### src/rtl/hazard_pkg.sv
// Shared definitions for the pipeline hazard controller: FSM state
// encoding, operand-forwarding select codes and a saturating counter helper.
package hazard_pkg;

  typedef enum logic [1:0] {
    ST_RUN      = 2'b00,
    ST_MEM_WAIT = 2'b01,
    ST_FLUSH    = 2'b10
  } state_e;

  localparam logic [1:0] FWD_RF  = 2'b00;
  localparam logic [1:0] FWD_WB  = 2'b01;
  localparam logic [1:0] FWD_MEM = 2'b10;

  // Increment that sticks at all-ones instead of wrapping.
  function automatic logic [15:0] sat_inc16(input logic [15:0] v);
    return (v == 16'hFFFF) ? v : (v + 16'd1);
  endfunction

endpackage

### src/rtl/hazard_fwd_sel.sv
// Operand forwarding select for one EX-stage source register.
// MEM-stage result wins over WB-stage result; register 0 is never forwarded.
module hazard_fwd_sel #(
  parameter int REG_AW = 5
) (
  input  logic [REG_AW-1:0] ex_rs_i,
  input  logic [REG_AW-1:0] mem_rd_i,
  input  logic              mem_we_i,
  input  logic [REG_AW-1:0] wb_rd_i,
  input  logic              wb_we_i,
  output logic [1:0]        fwd_o
);
  import hazard_pkg::*;

  // Priority compare: MEM first, then WB, else the register file.
  always_comb begin
    fwd_o = FWD_RF;
    if (mem_we_i && (mem_rd_i != {REG_AW{1'b0}}) && (ex_rs_i == mem_rd_i)) begin
      fwd_o = FWD_MEM;
    end else if (wb_we_i && (wb_rd_i != {REG_AW{1'b0}}) && (ex_rs_i == wb_rd_i)) begin
      fwd_o = FWD_WB;
    end else begin
      fwd_o = FWD_RF;
    end
  end

endmodule

### src/rtl/hazard_ctrl.sv
// Pipeline hazard controller: operand forwarding, load-use stall,
// taken-branch flush (optionally multi-cycle), data-memory wait stall with
// a sticky watchdog, and a saturating stall-cycle counter.
// Stall/flush outputs are combinational from state and inputs.
module hazard_ctrl #(
  parameter int REG_AW       = 5,
  parameter int FLUSH_CYCLES = 1,
  parameter int MEM_TIMEOUT  = 255
) (
  input  logic              clk,
  input  logic              reset,
  input  logic [REG_AW-1:0] id_rs1,
  input  logic [REG_AW-1:0] id_rs2,
  input  logic [REG_AW-1:0] ex_rs1,
  input  logic [REG_AW-1:0] ex_rs2,
  input  logic [REG_AW-1:0] ex_rd,
  input  logic              ex_we,
  input  logic              ex_is_load,
  input  logic [REG_AW-1:0] mem_rd,
  input  logic              mem_we,
  input  logic [REG_AW-1:0] wb_rd,
  input  logic              wb_we,
  input  logic              br_taken,
  input  logic              mem_req,
  input  logic              mem_ack,
  output logic [1:0]        fwd_a,
  output logic [1:0]        fwd_b,
  output logic              stall_f,
  output logic              stall_d,
  output logic              stall_e,
  output logic              stall_m,
  output logic              flush_d,
  output logic              flush_e,
  output logic              flush_w,
  output logic              mem_timeout_err,
  output logic [15:0]       stall_cnt
);
  import hazard_pkg::*;

  localparam int              WCW          = (MEM_TIMEOUT < 1) ? 1 : $clog2(MEM_TIMEOUT + 1);
  localparam logic [WCW-1:0]  TIMEOUT_V    = WCW'(MEM_TIMEOUT);
  localparam logic [WCW-1:0]  TIMEOUT_LAST = WCW'(MEM_TIMEOUT - 1);
  // Flush cycles still owed after the branch cycle itself.
  localparam logic [1:0]      FLUSH_EXTRA  = 2'(FLUSH_CYCLES - 1);

  state_e          state_q, state_d;
  logic [1:0]      flush_cnt_q, flush_cnt_d;
  logic [WCW-1:0]  wait_cnt_q, wait_cnt_d;
  logic            err_q, err_d;
  logic [15:0]     stall_cnt_q, stall_cnt_d;

  logic [1:0]      fwd_a_s, fwd_b_s;
  logic            load_use_s;
  logic            mem_block_s;

  hazard_fwd_sel #(.REG_AW(REG_AW)) u_fwd_a (
    .ex_rs_i  (ex_rs1),
    .mem_rd_i (mem_rd),
    .mem_we_i (mem_we),
    .wb_rd_i  (wb_rd),
    .wb_we_i  (wb_we),
    .fwd_o    (fwd_a_s)
  );

  hazard_fwd_sel #(.REG_AW(REG_AW)) u_fwd_b (
    .ex_rs_i  (ex_rs2),
    .mem_rd_i (mem_rd),
    .mem_we_i (mem_we),
    .wb_rd_i  (wb_rd),
    .wb_we_i  (wb_we),
    .fwd_o    (fwd_b_s)
  );

  // Forwarding is forced to the register file while in reset.
  assign fwd_a = reset ? FWD_RF : fwd_a_s;
  assign fwd_b = reset ? FWD_RF : fwd_b_s;

  assign load_use_s  = ex_is_load && ex_we && (ex_rd != {REG_AW{1'b0}}) &&
                       ((id_rs1 == ex_rd) || (id_rs2 == ex_rd));
  assign mem_block_s = mem_req && !mem_ack;

  assign mem_timeout_err = err_q;
  assign stall_cnt       = stall_cnt_q;

  // Stall/flush decode and next-state for FSM, flush count, watchdog and stall counter.
  always_comb begin
    stall_f     = 1'b0;
    stall_d     = 1'b0;
    stall_e     = 1'b0;
    stall_m     = 1'b0;
    flush_d     = 1'b0;
    flush_e     = 1'b0;
    flush_w     = 1'b0;
    state_d     = state_q;
    flush_cnt_d = flush_cnt_q;
    wait_cnt_d  = wait_cnt_q;
    err_d       = err_q;

    if (reset) begin
      // Bubble every stage register; no holds.
      flush_d = 1'b1;
      flush_e = 1'b1;
      flush_w = 1'b1;
    end else begin
      case (state_q)
        ST_RUN: begin
          if (mem_block_s) begin
            stall_f    = 1'b1;
            stall_d    = 1'b1;
            stall_e    = 1'b1;
            stall_m    = 1'b1;
            flush_w    = 1'b1;
            wait_cnt_d = {WCW{1'b0}};
            state_d    = ST_MEM_WAIT;
          end else if (br_taken) begin
            flush_d     = 1'b1;
            flush_e     = 1'b1;
            flush_cnt_d = FLUSH_EXTRA;
            state_d     = (FLUSH_EXTRA != 2'd0) ? ST_FLUSH : ST_RUN;
          end else if (load_use_s) begin
            stall_f = 1'b1;
            stall_d = 1'b1;
            flush_e = 1'b1;
          end else begin
            state_d = ST_RUN;
          end
        end

        ST_FLUSH: begin
          if (mem_block_s) begin
            // Flush count is frozen and resumed after the wait.
            stall_f    = 1'b1;
            stall_d    = 1'b1;
            stall_e    = 1'b1;
            stall_m    = 1'b1;
            flush_w    = 1'b1;
            wait_cnt_d = {WCW{1'b0}};
            state_d    = ST_MEM_WAIT;
          end else begin
            flush_d = 1'b1;
            if (load_use_s) begin
              stall_f = 1'b1;
              stall_d = 1'b1;
              flush_e = 1'b1;
            end else begin
              flush_e = 1'b0;
            end
            if (flush_cnt_q <= 2'd1) begin
              flush_cnt_d = 2'd0;
              state_d     = ST_RUN;
            end else begin
              flush_cnt_d = flush_cnt_q - 2'd1;
            end
          end
        end

        ST_MEM_WAIT: begin
          if (mem_ack) begin
            // Ack cycle: stalls released, normal hazard evaluation.
            if (flush_cnt_q != 2'd0) begin
              state_d = ST_FLUSH;
              if (load_use_s) begin
                stall_f = 1'b1;
                stall_d = 1'b1;
                flush_e = 1'b1;
              end else begin
                flush_e = 1'b0;
              end
            end else if (br_taken) begin
              flush_d     = 1'b1;
              flush_e     = 1'b1;
              flush_cnt_d = FLUSH_EXTRA;
              state_d     = (FLUSH_EXTRA != 2'd0) ? ST_FLUSH : ST_RUN;
            end else if (load_use_s) begin
              stall_f = 1'b1;
              stall_d = 1'b1;
              flush_e = 1'b1;
              state_d = ST_RUN;
            end else begin
              state_d = ST_RUN;
            end
          end else begin
            stall_f = 1'b1;
            stall_d = 1'b1;
            stall_e = 1'b1;
            stall_m = 1'b1;
            flush_w = 1'b1;
            if (wait_cnt_q != TIMEOUT_V) begin
              wait_cnt_d = wait_cnt_q + {{(WCW-1){1'b0}}, 1'b1};
            end else begin
              wait_cnt_d = wait_cnt_q;
            end
            if (wait_cnt_q == TIMEOUT_LAST) begin
              err_d = 1'b1;
            end else begin
              err_d = err_q;
            end
          end
        end

        default: begin
          state_d     = ST_RUN;
          flush_cnt_d = 2'd0;
        end
      endcase
    end

    stall_cnt_d = stall_f ? sat_inc16(stall_cnt_q) : stall_cnt_q;
  end

  // State and counter registers with synchronous reset.
  always_ff @(posedge clk) begin
    if (reset) begin
      state_q     <= ST_RUN;
      flush_cnt_q <= 2'd0;
      wait_cnt_q  <= {WCW{1'b0}};
      err_q       <= 1'b0;
      stall_cnt_q <= 16'd0;
    end else begin
      state_q     <= state_d;
      flush_cnt_q <= flush_cnt_d;
      wait_cnt_q  <= wait_cnt_d;
      err_q       <= err_d;
      stall_cnt_q <= stall_cnt_d;
    end
  end

endmodule

### config.mk
export PLATFORM = sky130hd
export DESIGN_NAME = hazard_ctrl
export DESIGN_NICKNAME = d
export VERILOG_FILES = /design/src/rtl/hazard_pkg.sv /design/src/rtl/hazard_fwd_sel.sv /design/src/rtl/hazard_ctrl.sv
export SDC_FILE = /design/constraint.sdc
export NUM_CORES = 1
export LEC_CHECK = 0
export CAP_MARGIN = 20
export CORE_AREA = 5 5 70 72
export DETAILED_ROUTE_END_ITERATION = 7
export DIE_AREA = 0 0 75 77
export PLACE_DENSITY = 0.95
export SYNTH_ARGS = -nofsm -noshare
export SYNTH_HDL_FRONTEND = slang
export SYNTH_SLANG_ARGS = --single-unit
### constraint.sdc
create_clock -name clk -period 6.4 [get_ports clk]
set_clock_uncertainty 0.2 [all_clocks]
set_input_delay 1.28 -clock clk [delete_from_list [all_inputs] [get_ports clk]]
set_output_delay 1.28 -clock clk [all_outputs]
set_load 0.02 [all_outputs]
==> impl_metrics.prom <==
# TYPE chip_impl_metric gauge
chip_impl_metric{name="route.antenna.remaining_nets",unit=""} 0
chip_impl_metric{name="worst_ir_drop_vdd",unit="uV"} 90.95
chip_impl_info{name="beginning_of_the_worst_register_to_register_path",value="stall_cnt[6]$_SDFFE_PP0P_"} 1
chip_impl_metric{name="grt_pass1_vias",unit=""} 2059
chip_impl_metric{name="setup_viol",unit=""} 0
chip_impl_metric{name="worst-r2r-setup-slack",unit="ns"} 3.91
chip_impl_metric{name="report.power.total",unit="mW"} 0.4302
chip_impl_metric{name="reg2regPathDepth",unit=""} 6
chip_impl_info{name="crit_path_cell_trace",value="clkdlybuf4s50_1 -> or4_1 -> o21ai_0 -> nor3_1 -> nor4_1 -> clkdlybuf4s50_1"} 1
chip_impl_info{name="critPathKind",value="input pin to output port"} 1
chip_impl_metric{name="synthMuxAreaShare",unit="%"} 1.026
chip_impl_info{name="root_buffer",value="sky130_fd_sc_hd__clkbuf_8"} 1
chip_impl_metric{name="timing.final.crit_period",unit="ns"} 5.196
chip_impl_metric{name="placeableCoreArea",unit="mm^2"} 0.004234
chip_impl_metric{name="numCtsBuffers",unit=""} 5
chip_impl_metric{name="cts.reportedPaths.clkPinSlew",unit="ns"} 0.07
chip_impl_metric{name="fmax",unit="GHz"} 0.1925
chip_impl_info{name="timing.critical_path.to_type",value="output port"} 1
chip_impl_metric{name="cp_data_required_time",unit="ns"} 4.92
chip_impl_metric{name="grt_first_pass_wirelength",unit="um"} 8914
chip_impl_metric{name="post_synth_instance_area",unit="mm^2"} 0.001952
chip_impl_metric{name="grt_remaining_overflow",unit=""} 0
chip_impl_metric{name="syn_avg_cell_area",unit="um^2"} 8.306
chip_impl_metric{name="remaining_drc_errors",unit=""} 0
chip_impl_metric{name="final.setup.tns",unit="ns"} 0
chip_impl_metric{name="drive_gt1_share",unit="%"} 6.557
chip_impl_info{name="post-synth-top-count-cell",value="sky130_fd_sc_hd__dfxtp_1"} 1
chip_impl_metric{name="post_synth_fa_ha_maj_area_fraction",unit="%"} 1.923
chip_impl_metric{name="max_cap_violations",unit=""} 0
chip_impl_metric{name="worst_hold_path.num_cells",unit=""} 2
chip_impl_info{name="most_numerous_cell_types_in_the_synthesized_netlist",value="sky130_fd_sc_hd__dfxtp_1 (29), sky130_fd_sc_hd__xnor2_1 (23), sky130_fd_sc_hd__nand3_1 (16)"} 1
chip_impl_metric{name="route.vias.total",unit=""} 2022
chip_impl_metric{name="cts-resized-gates",unit=""} 0
chip_impl_metric{name="design.die.area",unit="mm^2"} 0.005775
chip_impl_metric{name="postSynthCellCount",unit=""} 235
chip_impl_metric{name="route.detailed.vias_per_inst",unit=""} 5.664
chip_impl_metric{name="dieHeight",unit="um"} 77
chip_impl_metric{name="number_of_antenna_violations_at_the_first_check_in_global_routing",unit=""} 0
chip_impl_info{name="ys_top_cells_by_area",value="sky130_fd_sc_hd__dfxtp_1 (30%), sky130_fd_sc_hd__xnor2_1 (10%), sky130_fd_sc_hd__xor2_1 (6.3%), sky130_fd_sc_hd__or3_1 (4.5%), sky130_fd_sc_hd__nand3_1 (4.1%)"} 1
chip_impl_info{name="synth_top_family_by_area",value="simple AND/OR/NAND/NOR gates"} 1
chip_impl_metric{name="numPortBuffers",unit=""} 71
chip_impl_metric{name="clockBufferDepth",unit=""} 2
chip_impl_metric{name="number_of_synthesized_flops_with_an_enable_pin",unit=""} 0
chip_impl_metric{name="initial_core_util",unit="%"} 46.10
chip_impl_metric{name="yosysTopAreaCellShare",unit="%"} 29.74
chip_impl_metric{name="synth.ff_latch_count",unit=""} 29
chip_impl_metric{name="rows",unit=""} 24
chip_impl_info{name="min-delay-path-class",value="register to register"} 1
chip_impl_metric{name="grt_start_max_net_pins",unit=""} 29
chip_impl_metric{name="cts_num_sinks",unit=""} 29
chip_impl_info{name="timing.critical_path.from_type",value="input pin"} 1
chip_impl_metric{name="cts_hold_buffers",unit=""} 0
chip_impl_metric{name="cp.buffers_inverters",unit=""} 2
chip_impl_metric{name="dp_hpwl",unit="um"} 4190
chip_impl_metric{name="htreeDepth",unit=""} 2
chip_impl_metric{name="critical_path_arrival",unit="ns"} 3.72
chip_impl_metric{name="ys.warnings.count",unit=""} 0
chip_impl_info{name="path_common_cell",value="sky130_fd_sc_hd__clkdlybuf4s50_1"} 1
chip_impl_info{name="worst_hold_launch",value="stall_cnt[15]$_SDFFE_PP0P_"} 1
chip_impl_metric{name="areaGrowthSynthToFinish",unit="%"} 40.90
chip_impl_metric{name="critPathMaxStageDelay",unit="ns"} 0.66
chip_impl_info{name="synth_ff_type",value="sky130_fd_sc_hd__dfxtp_1"} 1
chip_impl_metric{name="power-per-cell-area",unit="mW/mm^2"} 156.4
chip_impl_info{name="setup_repair_after_global_routing_missed_its_margin",value="no"} 1
chip_impl_metric{name="leakagePower",unit="nW"} 0.8938
chip_impl_metric{name="synthSimpleGateAreaFrac",unit="%"} 24.74
chip_impl_metric{name="period_share",unit="%"} 81.18
chip_impl_metric{name="clk_latency",unit="ns"} 0.29
chip_impl_metric{name="syn-num-nets",unit=""} 282
chip_impl_metric{name="initialDrtViolationCount",unit=""} 115
chip_impl_metric{name="antenna-diode-count",unit=""} 0
chip_impl_metric{name="layout.nets",unit=""} 351
chip_impl_metric{name="ys_async_sr_fraction",unit="%"} 0
chip_impl_info{name="status",value="finished, final reports clean"} 1
chip_impl_metric{name="worst-slew-pin-transition",unit="ns"} 0.6049
chip_impl_metric{name="i_o_pins",unit=""} 72
chip_impl_metric{name="count_of_pins_over_their_slew_limit",unit=""} 0
chip_impl_metric{name="synthXorXnorAreaFrac",unit="%"} 16.60
chip_impl_metric{name="die_w",unit="um"} 75
chip_impl_info{name="cpMaxStageDelayCell",value="sky130_fd_sc_hd__clkdlybuf4s50_1"} 1
chip_impl_info{name="worst_r2r_endpoint",value="stall_cnt[1]$_SDFFE_PP0P_"} 1
chip_impl_metric{name="grt_use_total",unit="%"} 19.32
chip_impl_info{name="tritoncts",value="built"} 1
chip_impl_metric{name="crit_fanout",unit=""} 4
chip_impl_metric{name="first_pass_iters",unit=""} 4
chip_impl_metric{name="wl_per_cell",unit="um"} 14.90
chip_impl_info{name="worst_hold_path.endpoint",value="stall_cnt[15]$_SDFFE_PP0P_"} 1
chip_impl_metric{name="synth-seq-area-share",unit="%"} 29.74
chip_impl_metric{name="compound_gate_portion_of_the_synthesized_area",unit="%"} 21.15
chip_impl_info{name="netlist.top_cell.by_area",value="sky130_fd_sc_hd__dfxtp_1"} 1
chip_impl_metric{name="gpl.final_weighted_congestion",unit=""} 0.8332
chip_impl_metric{name="wl",unit="um"} 5321
chip_impl_metric{name="max-slew-margin-rel",unit="%"} 59.58
chip_impl_info{name="path_delay_family",value="buffers and inverters"} 1
chip_impl_metric{name="synthDistinctLibCells",unit=""} 48
chip_impl_metric{name="timing.final.hold_violations",unit=""} 0
chip_impl_metric{name="post_cts_buffers",unit=""} 0
-- flip-flops by register name, summed over array words and instances, names as in the netlist --
| signal | cells |
|---|---|
| stall_cnt | 16 |
| wait_cnt_q | 8 |
| flush_cnt_q | 2 |
| state_q | 2 |
| mem_timeout_err | 1 |
-- placed cells by master, fill, tap and decap left out, types with 2 or more instances in the layout --
master / netlist / final
sky130_fd_sc_hd__nand4_1: 5 / 5
sky130_fd_sc_hd__ha_1: 3 / 3
sky130_fd_sc_hd__xnor2_1: 23 / 23
sky130_fd_sc_hd__o21ai_0: 6 / 6
sky130_fd_sc_hd__nor2b_1: 2 / 2
sky130_fd_sc_hd__o21ai_1: 11 / 11
sky130_fd_sc_hd__mux2i_1: 2 / 2
sky130_fd_sc_hd__o22ai_1: 2 / 2
sky130_fd_sc_hd__clkdlybuf4s50_1: 0 / 71
sky130_fd_sc_hd__a21oi_2: 5 / 5
sky130_fd_sc_hd__clkinv_2: 0 / 2
sky130_fd_sc_hd__nand3_1: 16 / 16
sky130_fd_sc_hd__a21oi_1: 13 / 13
sky130_fd_sc_hd__or4_1: 5 / 5
sky130_fd_sc_hd__and3_1: 4 / 4
sky130_fd_sc_hd__and4_1: 2 / 2
sky130_fd_sc_hd__xor2_1: 14 / 14
sky130_fd_sc_hd__nand2b_1: 2 / 2
sky130_fd_sc_hd__a211oi_1: 3 / 3
sky130_fd_sc_hd__nor2_1: 14 / 14
sky130_fd_sc_hd__or3_1: 14 / 14
sky130_fd_sc_hd__a41oi_1: 3 / 3
sky130_fd_sc_hd__dfxtp_1: 29 / 29
sky130_fd_sc_hd__nor3_1: 5 / 5
sky130_fd_sc_hd__inv_1: 6 / 6
sky130_fd_sc_hd__nand2_1: 14 / 14
sky130_fd_sc_hd__clkbuf_8: 0 / 5
sky130_fd_sc_hd__o31ai_1: 2 / 2
sky130_fd_sc_hd__nor4_1: 3 / 3
-- layer usage --
layer  share of wire [%]  track usage (%)
met1                  38            20.68
met2                  51            33.28
met5                   0                0
met4                 1.5            7.651
met3                 9.0            7.190
-- final cells by class --
class	instances	area [um^2]
fill	352	1484
multi-input combinational	190	1277
timing repair buffer	72	718.2
sequential	29	580.6
clock buffer	5	68.82
tap	52	65.06
inverter	6	22.52
clock inverter	3	17.52
-- report_power, final --
group,total (mW),internal [mW],switching (mW),leakage [nW]
registers,0.185,0.182,0.00307,0.234
logic,0.0950,0.0508,0.0443,0.616
clock network,0.150,0.0749,0.0749,0.0439
total,0.430,0.308,0.122,0.894
-- tightest hold or removal path: cells and delay by family, from the launching register on --
family / cells / cell delay [ns]
flip-flops: 1 / 0.33
AO/OA/AOI/OAI: 2 / 0.13
-- worst max path at each step --
stage                    from  slack, ns  cells after the start       end
finish              mem_rd[0]       1.20                      6  fwd_b[0]
global route        mem_rd[0]       1.12                      6  fwd_b[0]
CTS                 mem_rd[0]       1.22                      6  fwd_b[0]
detailed placement  mem_rd[0]       1.25                      6  fwd_b[0]
global placement    mem_rd[0]       1.29                      6  fwd_b[0]
floorplan           mem_rd[0]       2.00                      4  fwd_b[0]
-- cells by family after synthesis --
| group | after synthesis |
|---|---|
| multiplexers | 2 |
| AO/OA/AOI/OAI | 58 |
| adder cells (fa/ha/maj) | 3 |
| buffers and inverters | 16 |
| AND/OR/NAND/NOR | 90 |
| flip-flops | 29 |
| XOR/XNOR | 37 |
-- metrics by stage --
stage	cell area (um^2)	instances	util [%]	hold slack [ns]	setup WS, ns
floorplan	1952	235	-	0.2672	2.002
global placement	2664	349	62.91	0.2724	1.286
detailed placement	2664	349	62.91	0.2942	1.246
CTS	2750	357	64.95	0.3053	1.215
global route	2750	357	64.95	0.3404	1.118
finish	2750	357	64.95	0.3060	1.204
No activity file was read; power rests on OpenSTA's default activity.
